`src/rtl/rtlmeter_pkg.sv`:
```
// Shared definitions for the measurement-window controller: state encoding
// and default counter widths.
package rtlmeter_pkg;

    localparam int DEFAULT_CNT_W  = 64;
    localparam int DEFAULT_WARM_W = 32;

    typedef enum logic [1:0] {
        WIN_IDLE    = 2'd0,
        WIN_WARMUP  = 2'd1,
        WIN_MEASURE = 2'd2,
        WIN_DONE    = 2'd3
    } window_state_e;

endpackage

```
`src/rtl/rtlmeter_sat_counter.sv`:
```
// Up-counter with synchronous clear that sticks at all-ones instead of wrapping.
module rtlmeter_sat_counter #(
    parameter int W = 64
) (
    input  logic         clk,
    input  logic         rst_n,
    input  logic         clear,
    input  logic         enable,
    output logic [W-1:0] count,
    output logic         sat
);

    localparam logic [W-1:0] ONE = {{(W-1){1'b0}}, 1'b1};

    assign sat = &count;

    // clear wins over enable so a restart never carries a stale increment
    always_ff @(posedge clk or negedge rst_n) begin
        if (!rst_n) begin
            count <= '0;
        end else if (clear) begin
            count <= '0;
        end else if (enable && !sat) begin
            count <= count + ONE;
        end
    end

endmodule

```
`src/rtl/rtlmeter_window_ctrl.sv`:
```
// Measurement-window sequencer: warm-up delay, bounded/open window, early stop
// and abort; gates trace output and keeps a saturating measured-cycle count.
module rtlmeter_window_ctrl
    import rtlmeter_pkg::*;
#(
    parameter int CNT_W  = DEFAULT_CNT_W,
    parameter int WARM_W = DEFAULT_WARM_W
) (
    input  logic              clk,
    input  logic              rst_n,
    input  logic              cfg_valid,
    output logic              cfg_ready,
    input  logic [WARM_W-1:0] cfg_warmup,
    input  logic [CNT_W-1:0]  cfg_length,
    input  logic              start,
    input  logic              stop,
    input  logic              abort,
    output logic              trace_en,
    output logic              busy,
    output logic              done,
    output logic [CNT_W-1:0]  cycles
);

    localparam logic [WARM_W-1:0] WARM_ONE = {{(WARM_W-1){1'b0}}, 1'b1};
    localparam logic [CNT_W-1:0]  CNT_ONE  = {{(CNT_W-1){1'b0}}, 1'b1};

    window_state_e     state_q, state_d;
    logic [WARM_W-1:0] warmup_q, warm_cnt_q, warm_cnt_d, eff_warmup;
    logic [CNT_W-1:0]  length_q, cnt_next;
    logic              cfg_fire, cnt_clear, cnt_en, cnt_sat, len_match, done_d;

    // Handshake: a config beat transfers on any edge where cfg_valid && cfg_ready;
    // cfg_ready is a pure decode of state, so offers are only taken when not running.
    assign cfg_ready = (state_q == WIN_IDLE) || (state_q == WIN_DONE);
    assign cfg_fire  = cfg_valid && cfg_ready;

    // start coinciding with a handshake must see the values being offered
    assign eff_warmup = cfg_fire ? cfg_warmup : warmup_q;

    assign cnt_next  = cnt_sat ? cycles : cycles + CNT_ONE;
    assign len_match = (length_q != '0) && (cnt_next == length_q);
    assign cnt_en    = (state_q == WIN_MEASURE) && !abort;

    always_comb begin
        state_d    = state_q;
        warm_cnt_d = warm_cnt_q;
        cnt_clear  = 1'b0;
        done_d     = 1'b0;
        if (abort) begin
            state_d   = WIN_IDLE;
            cnt_clear = 1'b1;
        end else begin
            case (state_q)
                WIN_IDLE, WIN_DONE: begin
                    if (start) begin
                        cnt_clear = 1'b1;
                        if (eff_warmup != '0) begin
                            state_d    = WIN_WARMUP;
                            warm_cnt_d = eff_warmup;
                        end else begin
                            state_d = WIN_MEASURE;
                        end
                    end
                end
                WIN_WARMUP: begin
                    if (stop) begin
                        state_d = WIN_DONE;
                        done_d  = 1'b1;
                    end else if (warm_cnt_q <= WARM_ONE) begin
                        state_d    = WIN_MEASURE;
                        warm_cnt_d = '0;
                    end else begin
                        warm_cnt_d = warm_cnt_q - WARM_ONE;
                    end
                end
                WIN_MEASURE: begin
                    // the current cycle is counted by cnt_en even when leaving
                    if (stop || len_match) begin
                        state_d = WIN_DONE;
                        done_d  = 1'b1;
                    end
                end
                default: state_d = WIN_IDLE;
            endcase
        end
    end

    always_ff @(posedge clk or negedge rst_n) begin
        if (!rst_n) begin
            state_q    <= WIN_IDLE;
            warm_cnt_q <= '0;
            warmup_q   <= '0;
            length_q   <= '0;
            done       <= 1'b0;
        end else begin
            state_q    <= state_d;
            warm_cnt_q <= warm_cnt_d;
            done       <= done_d;
            if (cfg_fire) begin
                warmup_q <= cfg_warmup;
                length_q <= cfg_length;
            end
        end
    end

    assign trace_en = (state_q == WIN_MEASURE);
    assign busy     = (state_q == WIN_WARMUP) || (state_q == WIN_MEASURE);

    rtlmeter_sat_counter #(
        .W(CNT_W)
    ) u_cycles (
        .clk    (clk),
        .rst_n  (rst_n),
        .clear  (cnt_clear),
        .enable (cnt_en),
        .count  (cycles),
        .sat    (cnt_sat)
    );

endmodule

```
`config.mk`:
```
export PLATFORM = sky130hd
export DESIGN_NAME = rtlmeter_window_ctrl
export DESIGN_NICKNAME = d
export VERILOG_FILES = /design/src/rtl/rtlmeter_pkg.sv /design/src/rtl/rtlmeter_sat_counter.sv /design/src/rtl/rtlmeter_window_ctrl.sv
export SDC_FILE = /design/constraint.sdc
export NUM_CORES = 1
export LEC_CHECK = 0
export ABC_CLOCK_PERIOD_IN_PS = 3600
export BUFFER_PORTS_ARGS = -buffer_cell sky130_fd_sc_hd__clkbuf_2
export CAP_MARGIN = 20
export CORE_AREA = 2 2 159 161
export DETAILED_ROUTE_END_ITERATION = 12
export DIE_AREA = 0 0 161 163
export PLACE_DENSITY = 0.78
export SYNTH_ARGS = -nofsm -noshare
export SYNTH_HDL_FRONTEND = slang
export SYNTH_SLANG_ARGS = --single-unit
```
`constraint.sdc`:
```
create_clock -name clk -period 3.6 [get_ports clk]
set_clock_uncertainty 0.2 [all_clocks]
set_input_delay 0.18 -clock clk [delete_from_list [all_inputs] [get_ports clk]]
set_output_delay 0.18 -clock clk [all_outputs]
set_load 0.02 [all_outputs]
```
# --- Word-level counts from Yosys, hierarchy flattened ---
# Cells that the tools add are included.
word_totals:
  ramBits: 0
  romBits: 0
  wordCells: 61
  regBits: 195
  input_bits: 102
  out_inout_bits: 68
  latchBits: 0
  memories: 0
op_classes:
  multipliers: 0
  reduce_logical: 18
  add_sub_neg: 2
  n_eq_ne: 10
  magnitude_cmp: 1
  muxes: 23
  div: 0
  bitwise: 1
  n_shift: 0
ops:
  columns: ["operator", "count"]
  rows:
  - ["$mux W64", 3]
  - ["$mux W32", 5]
  - ["$add A64 B1 Y64 const B", 1]
  - ["$eq A64 B64 Y1", 1]
  - ["$pmux W32 S2", 1]
  - ["$reduce_and A64 Y1", 1]
  - ["$reduce_bool A64 Y1", 1]
  - ["$le A32 B1 Y1 const B", 1]
  - ["$reduce_bool A32 Y1", 1]
  - ["$sub A32 B1 Y32 const B", 1]
  - ["$mux W2", 6]
  - ["$mux W1", 6]
  - ["$ne A2 B2 Y1 const B", 3]
  - ["$pmux W2 S3", 1]
  - ["$reduce_and A5 Y1", 1]
  - ["$eq A2 B2 Y1 const B", 2]
  - ["$logic_and A1 B1 Y1", 4]
  - ["$ne A4 B4 Y1 const B", 1]
  - ["$reduce_bool A2 Y1", 2]
  - ["$logic_or A1 B1 Y1", 3]
  - ["$ne A3 B2 Y1 const B", 1]
  - ["$ne A3 B3 Y1 const B", 1]
  - ["$reduce_and A3 Y1", 1]
  - ["$eq A2 B1 Y1 const B", 1]
  - ["5 further kinds", 6]

# --- Logic depth before layout (Yosys ltp) ---
# Gate-level depths: netlist (run 1).
logic_depth:
  depth_word: 9
  ltp_mapped: 15
  depth_no_buf: 12

# --- Cells and area by module ---
# A second synthesis (run 1) with hierarchy kept.
hier_totals:
  hier_cells: 1423
  area_unflattened_um2: 12919.9
modules_own_cells:
  columns: ["mod", "n_inst", "area_per_inst_um2", "cells_each", "seq_area_each_um2"]
  rows:
  - ["rtlmeter_window_ctrl", 1, 9061.2, 980, 3278.1]
  - ["rtlmeter_sat_counter", 1, 3858.7, 443, 1601.5]

# --- Worst setup path before layout (run 1) ---
# Ideal clock, no wire load.
synth_path:
  path_type: "register to register"
  from: "register u_cycles.count[0]"
  to: "register state_q[0]"
  t_arrival_ns: 3.778
  synth_period_minus_slack_ns: 4.074
  setup_ns: 0.096
  n_path_buf: 1
  stages_incl_launch_ff: 14
  t_required_ns: 3.304
  slack_ns: -0.474
  cell_sequence: "dfrtp_1 ha_1 and4_1 buf_2 nand4_2 nor3_4 nand2_2 or4_4 a2111oi_4 nand4_1 or4_1 and4bb_1 nor3_1 a311oi_2"
synth_via:
  elab_chain_len: 7
  elab_cells_between_ends: 8
  classes_between: "add/sub: 1; eq/ne: 2; mux: 1; reduce/logical: 4"
synth_rtl:
  columns: ["element", "line_no", "rtl"]
  rows:
  - ["start, declared", "rtlmeter_sat_counter.sv:9", "output logic [W-1:0] count,"]
  - ["start signal, assigned", "rtlmeter_sat_counter.sv:24", "count <= count + ONE;"]
  - ["$add A64 B1 Y64 or $reduce_and A64 Y1 (tied branches)", "rtlmeter_window_ctrl.sv:40, rtlmeter_sat_counter.sv:15", null]
  - ["$mux W64 (*)", "rtlmeter_window_ctrl.sv:40", "assign cnt_next = cnt_sat ? cycles : cycles + CNT_ONE;"]
  - ["$eq A64 B64 Y1 (*)", "rtlmeter_window_ctrl.sv:41", "assign len_match = (length_q != '0) && (cnt_next == length_q);"]
  - ["$logic_and A1 B1 Y1 (*)", "rtlmeter_window_ctrl.sv:41", null]
  - ["$logic_or A1 B1 Y1 (*)", "rtlmeter_window_ctrl.sv:78", "if (stop || len_match) begin"]
  - ["$ne A3 B2 Y1 (no source line) (*)", null, null]
  - ["$reduce_and A3 Y1 (no source line) (*)", null, null]
  - ["end signal, assigned", "rtlmeter_window_ctrl.sv:96", "state_q <= state_d;"]
  - ["end, declared", "rtlmeter_window_ctrl.sv:27", "window_state_e state_q, state_d;"]
# Mark *: on every way between the ends. The rest lies on a longest branch, timed or not.
# A chain may end at the register's enable or synchronous reset.

# --- Worst setup path in the final report (run 1) ---
layout_path:
  from: "register u_cycles.count[11]"
  to: "register state_q[0]"
# The elaborated chain is that of the path after synthesis.

==> results of run 1 <==
==> power by group <==
part / total [µW] / internal [µW] / leakage (µW) / switching, µW
Sequential: 3890 / 2930 / 0.00241 / 955
Combinational: 3720 / 1710 / 0.00471 / 2010
Clock: 2170 / 1100 / 0.000322 / 1060
Total: 9780 / 5750 / 0.00744 / 4030
==> stage by stage <==
step / hold WS (ns) / cell area (µm²) / setup slack, ns / utilization (%) / power, µW
after floorplan: -0.316 / 12300 / -0.0825 / - / 5850
after global placement: 0.0515 / 14800 / -0.173 / 60.1 / 7150
after detailed placement: 0.0521 / 14800 / -0.143 / 60.1 / 7260
after CTS: 0.113 / 16600 / -0.0542 / 67.4 / 9510
after global routing: 0.134 / 16800 / -0.266 / 68.3 / 10200
final: 0.110 / 16800 / -0.150 / 68.3 / 9780
==> worst min-delay path, cell delays in order <==
cell and delay, ns:
clkbuf_2 0.10, nand2_4 0.07, buf_12 0.19, mux2i_2 0.12
inv_1 0.06
==> cell families after synthesis <==
family,count (synthesis),share of synthesized area (%)
simple gates,543,23.6
compound gates,248,13.4
flops,195,40.4
buf+inv,133,4.45
xor+xnor,110,8.42
mux,103,9.21
fa+ha+maj,5,0.517
==> repair_timing <==
item | CTS | global route
setup endpoints to repair | 4 | 30
buffers inserted | 7 | 6
resized for setup | 23 | 35
hold buffers | 99 | 0
endpoints found under the hold margin | 173 | 0
pin swaps | 6 | 5
==> cells in the mapped netlist, types with 8 or more instances <==
cell and count:
dfrtp_1 195, nor2_1 135, nand2_1 89, o21ai_0 82, mux2_2 66, nand4_1 57, xor2_1 56, nand3_1 55
a21oi_1 53, clkbuf_1 51, xnor2_1 50, inv_1 49, nor3_1 46, nor4_1 42, mux2i_1 37, buf_2 27
or3_1 22, or4_1 20, and3_1 19, and4_1 14, a22o_1 13, o22ai_1 10, o32ai_1 10, a22oi_1 9
o211ai_1 9, and2_1 8, o22a_1 8
==> metal layers <==
metal  track usage (%)  up-vias  wire length (µm)
met3              7.18      232              4760
met4              17.0        0              2680
met2              59.5      941             22600
met1              46.8     6299             18200
li1                  -     5744                 -
met5                 0        -                 0
==> how the worst max path moves through the flow <==
stage                     slack (ns)  depth (start not counted)          to
after floorplan                -0.08                         14  state_q[0]
after detailed placement       -0.14                         13  state_q[0]
after global placement         -0.17                         12  state_q[0]
after global routing           -0.27                         15  state_q[0]
after CTS                      -0.05                         12  state_q[0]
final                          -0.15                         15  state_q[0]
==> flip-flops by register name, indices dropped and copies added, names as in the netlist <==
name,cells
length_q,64
state_q,2
warmup_q,32
warm_cnt_q,32
done,1
u_cycles.count,64
==> layout make-up <==
type	instances	area (µm²)	share of cell area, %
antenna	1	2.50	0.0149
clock buffer	17	425	2.53
clock inverter	15	241	1.43
inverter	49	184	1.09
multi-input combinational	1009	7010	41.6
sequential	195	4910	29.2
tap	330	413	2.45
timing repair buffer	496	3650	21.7
==> flow_summary.toml, run 1 <==
[status]
status = "finished, violations left"
violations = "negative setup slack"

[pwr]
p_per_area_nw_per_um2 = 580
peakVddDrop_uv = 545
power.leakage_uw = 0.00744

[hold_path]
worstHoldPathCells = 5
hp-start = "cfg_valid"
hp-class = "in -> reg"
min_to = "warmup_q[6]"

[setup_path]
cpPeakStageDelay_ns = 0.36
path_max_fanout = 5
worstSetupPathType = "reg -> reg"
endpoint_kind = "flop"
slowest_stage = "dfrtp_1"
r2r_cells = 15
cpMostUsedCell = "buf_4"
r2r-end = "state_q[0]"
cp.required_ns = 3.75
rrSetupSlack_ns = -0.15
worstPathArrival_ns = 3.90
cp_num_buf_inv = 4
startpoint = "u_cycles.count[11]"
reg2reg_from = "u_cycles.count[11]"
crit_family = "simple AND/OR/NAND/NOR gates"
start_kind = "flop"
path_cells = "buf_4 > nand4_1 > nor4_2 > buf_4 > nand4_1 > buf_4 > buf_4 > o21ai_0 > and4_1 > o211a_1 > o211ai_1 > a2111o_1 > and4bb_2 > nor3_2 > a311oi_2"

[global_route]
track_usage_pct = 36.4
antenna_found_initial = 1
grt_max_degree = 75
grt_first_pass_wirelength_mm = 73.4
grt_pass1_vias = 12900
gr-total-overflow = 0

[die]
die_w_um = 161
fp.dieArea_um2 = 26200
rows = 58
fp.coreArea_um2 = 24700
start_util_pct = 49.0
chipHeight_um = 163
ios = 170

[finish]
area_growth_pct = 39.3
layout_common_cells = "219 x buf_4, 168 x dfrtp_1, 168 x clkbuf_2"
fin_cells = 2112
fill_cells = 1920
nNetsFinal = 1875
final_common_cell = "buf_4"
layout-drive-gt1-share_pct = 33.5

[clock_network]
cts_tree = "yes"
numCtsBuffers = 17
htreeDepth = 4
clockRootBuffer = "clkbuf_16"
insertion_delay_ns = 0.45
clock-sinks = 195
clkTransAtPathRegs_ns = 0.09
clk_path_buf_depth = 2

[sta]
grt_setup_unrepaired = "yes"
finalCritPeriodShare_pct = 104
post-route-min-period_ns = 3.75
hold_viol = 0
max_freq_mhz = 267
max_slew_margin_pct = 40.0
tns_ns = -0.263
final-setup-viol-count = 3
setup_slack_ns = -0.150
drv_slew = 0
worst_pin_slew_ns = 0.897

[placed_design]
gp_congestion = 0.993
portBuffers = 169
dpl.hpwl_mm = 34.3
dp_cells = 1967

[routing]
drc = 0
drt_iter0_drc = 1544
detail_route.vias_per_cell = 6.26
wl_per_cell_um = 22.8
ant_nets = 0
vias = 13200
routed_wl_mm = 48.2
drtPass1Iterations = 8

[synthesis]
synth_area_leaders = "dfrtp_1 40%, mux2_2 6.1%, nor2_1 4.2%"
syn-num-nets = 1444
ys_ff_latch = 195
synth_edf_count = 0
netlist.area_leader.share_pct = 40.4
yosysTopAreaCell = "dfrtp_1"
netlist_area_um2 = 12100
yosysUniqueCellTypes = 75
ys.flop_type = "dfrtp_1"
synthArstFlopShare_pct = 100
postSynthAreaPerCell_um2 = 9.04
ys_warn_count = 0
synthesis.instances = 1337
seq_area_frac_synth_pct = 40.4

[run]
maxCapViolCount = 0
Note: power is estimated with default switching activity, not from simulation.
==> run 2, diff against run 1 <==
--- a/config.mk
+++ b/config.mk
@@ -8,9 +8,9 @@
 export ABC_CLOCK_PERIOD_IN_PS = 3600
 export BUFFER_PORTS_ARGS = -buffer_cell sky130_fd_sc_hd__clkbuf_2
 export CAP_MARGIN = 20
-export CORE_AREA = 2 2 159 161
+export CORE_AREA = 2 2 143 179
 export DETAILED_ROUTE_END_ITERATION = 12
-export DIE_AREA = 0 0 161 163
+export DIE_AREA = 0 0 145 181
 export PLACE_DENSITY = 0.78
 export SYNTH_ARGS = -nofsm -noshare
 export SYNTH_HDL_FRONTEND = slang
==> run 2 against run 1 <==
- the run still ends with negative setup slack left
- die area hardly changed
- global-route usage shrank 0.28 points
- sequential power barely moved
- count of clock-buffer cells in the layout grew 1
- cell count about the same
==> flow_summary.toml, run 2 (synthesis results as in run 1) <==
[status]
status = "finished, violations left"
violations = "negative setup slack"

[pwr]
pwr-share-comb_pct = 37.7
peakVddDrop_uv = 621
swShare_pct = 41.6
p_int_uw = 5590
p_per_area_nw_per_um2 = 570
p_seq_share_pct = 40.9
power.leakage_uw = 0.00742
power.switching_uw = 3990
p_total_uw = 9580
power.clock.fraction_pct = 21.4

[setup_path]
slowest_stage = "dfrtp_1"
path_max_fanout = 5
start_kind = "flop"
worstPathArrival_ns = 3.88
cp.required_ns = 3.75
cpPeakStageDelay_ns = 0.38
r2r_cells = 14
worstSetupPathType = "reg -> reg"
path_cells = "buf_6 > nand4_1 > nor4_2 > buf_4 > nand4_1 > buf_4 > or3_4 > a21oi_1 > o211a_1 > o211ai_1 > a2111o_1 > and4bb_1 > nor3_2 > a311oi_2"
endpoint_kind = "flop"

[die]
start_util_pct = 49.5
chipHeight_um = 181
fp.dieArea_um2 = 26200
rows = 64
ios = 170
fp.coreArea_um2 = 24400
die_w_um = 145

[finish]
layout-drive-gt1-share_pct = 34.0
final_common_cell = "buf_4"
layout_common_cells = "219 x buf_4, 170 x dfrtp_1, 168 x clkbuf_2"
multi_input_area_um2 = 7070
top_regs = "length_q (64), u_cycles.count (64)"
fill_cells = 1829
nNetsFinal = 1875
layout.area.seq_um2 = 4910
area_growth_pct = 39.1
postLayoutCoreUtil_pct = 68.9

[global_route]
grt_first_pass_wirelength_mm = 73.6
antenna_found_initial = 1
grt_max_degree = 92
track_usage_pct = 36.1
grt_pass1_vias = 13200
gr-total-overflow = 0

[clock_network]
numCtsBuffers = 17
clock-sinks = 195
htreeDepth = 4
cts_tree = "yes"
clk_path_buf_depth = 2
insertion_delay_ns = 0.46
clkTransAtPathRegs_ns = 0.08
clockRootBuffer = "clkbuf_16"

[placed_design]
gp_congestion = 1.02
dp_slack_ns = -0.284
portBuffers = 169
dpl.hpwl_mm = 34.2

[routing]
drtPass1Iterations = 6
drt_iter0_drc = 1505
ant_nets = 0
routed_wl_mm = 48.1
vias = 13100
detail_route.vias_per_cell = 6.21
wl_per_cell_um = 22.8
drc = 0

[sta]
setup_slack_ns = -0.128
post-route-min-period_ns = 3.73
hold_viol = 0
drv_slew = 0
final-setup-viol-count = 3
grt_setup_unrepaired = "yes"
worst_pin_slew_ns = 0.811
max_freq_mhz = 268
tns_ns = -0.263
max_slew_margin_pct = 46.0
finalCritPeriodShare_pct = 104

[hold_path]
hp-class = "in -> reg"
worstHoldPathCells = 5

[run]
maxCapViolCount = 0
## run 2: cell types whose count changed in the layout (fill, tap and decap cells not counted), sizes merged
cell,previous run,this run
clkinvlp,0,1
diode,1,2
clkinv,4,7
clkbuf,186,187
bufinv,2,1
inv,58,54
## run 2: through the flow
step	instance area, µm²	cells	hold WS, ns
2_1_floorplan	12300	1337	-0.316
3_3_place_gp	14700	1961	0.0943
3_5_place_dp	14700	1961	0.106
4_1_cts	16600	2107	0.0893
5_1_grt	16800	2112	0.171
6_report	16800	2113	0.156
## run 2: worst max-delay path, delay by kind of cell (launching register included)
| family | cells | cell delay (ns) |
|---|---|---|
| AOI/OAI and AO/OA | 5 | 1.01 |
| buffers and inverters | 3 | 0.54 |
| and+or+nand+nor | 6 | 1.49 |
| DFF | 1 | 0.38 |
## run 2: layer usage
layer	global-route usage, %	routed length (µm)	up-vias
li1	-	-	5769
met1	42.2	17500	6305
met2	62.6	23700	802
met3	6.29	3750	245
met4	20.9	3210	0
met5	0	0	-
## run 2: final cells by class
cell class                 count  area share, %
timing repair buffer         496           21.5
clock buffer                  18           2.61
multi-input combinational   1009           42.0
inverter                      49           1.09
antenna                        2         0.0297
clock inverter                14           1.13
sequential                   195           29.2
tap                          330           2.45
## run 2: worst paths after layout
path	from	to	slack [ns]
min in group asynchronous	rst_n	u_cycles.count[43]	0.17
max in group asynchronous	rst_n	warm_cnt_q[11]	2.15
max	u_cycles.count[11]	state_q[0]	-0.13
min	cfg_valid	warmup_q[2]	0.16
max reg2reg	u_cycles.count[11]	state_q[0]	-0.13
min reg2reg	warm_cnt_q[6]	warm_cnt_q[6]	0.31
## run 2: power groups by stage
stage,logic [µW],registers (µW),clock network (µW)
global route,3900,3970,2130
CTS,3430,3840,2040
detailed placement,3310,3870,0
finish,3620,3920,2050
global placement,3220,3830,0
floorplan,2360,3490,0
## run 2: what timing repair did
item / CTS / global route
endpoints found under the setup margin: 3 / 35
setup buffers: 15 / 4
endpoints found under the hold margin: 190 / 0
gates resized for setup: 44 / 35
pin swaps: 13 / 9
hold buffers: 99 / 0
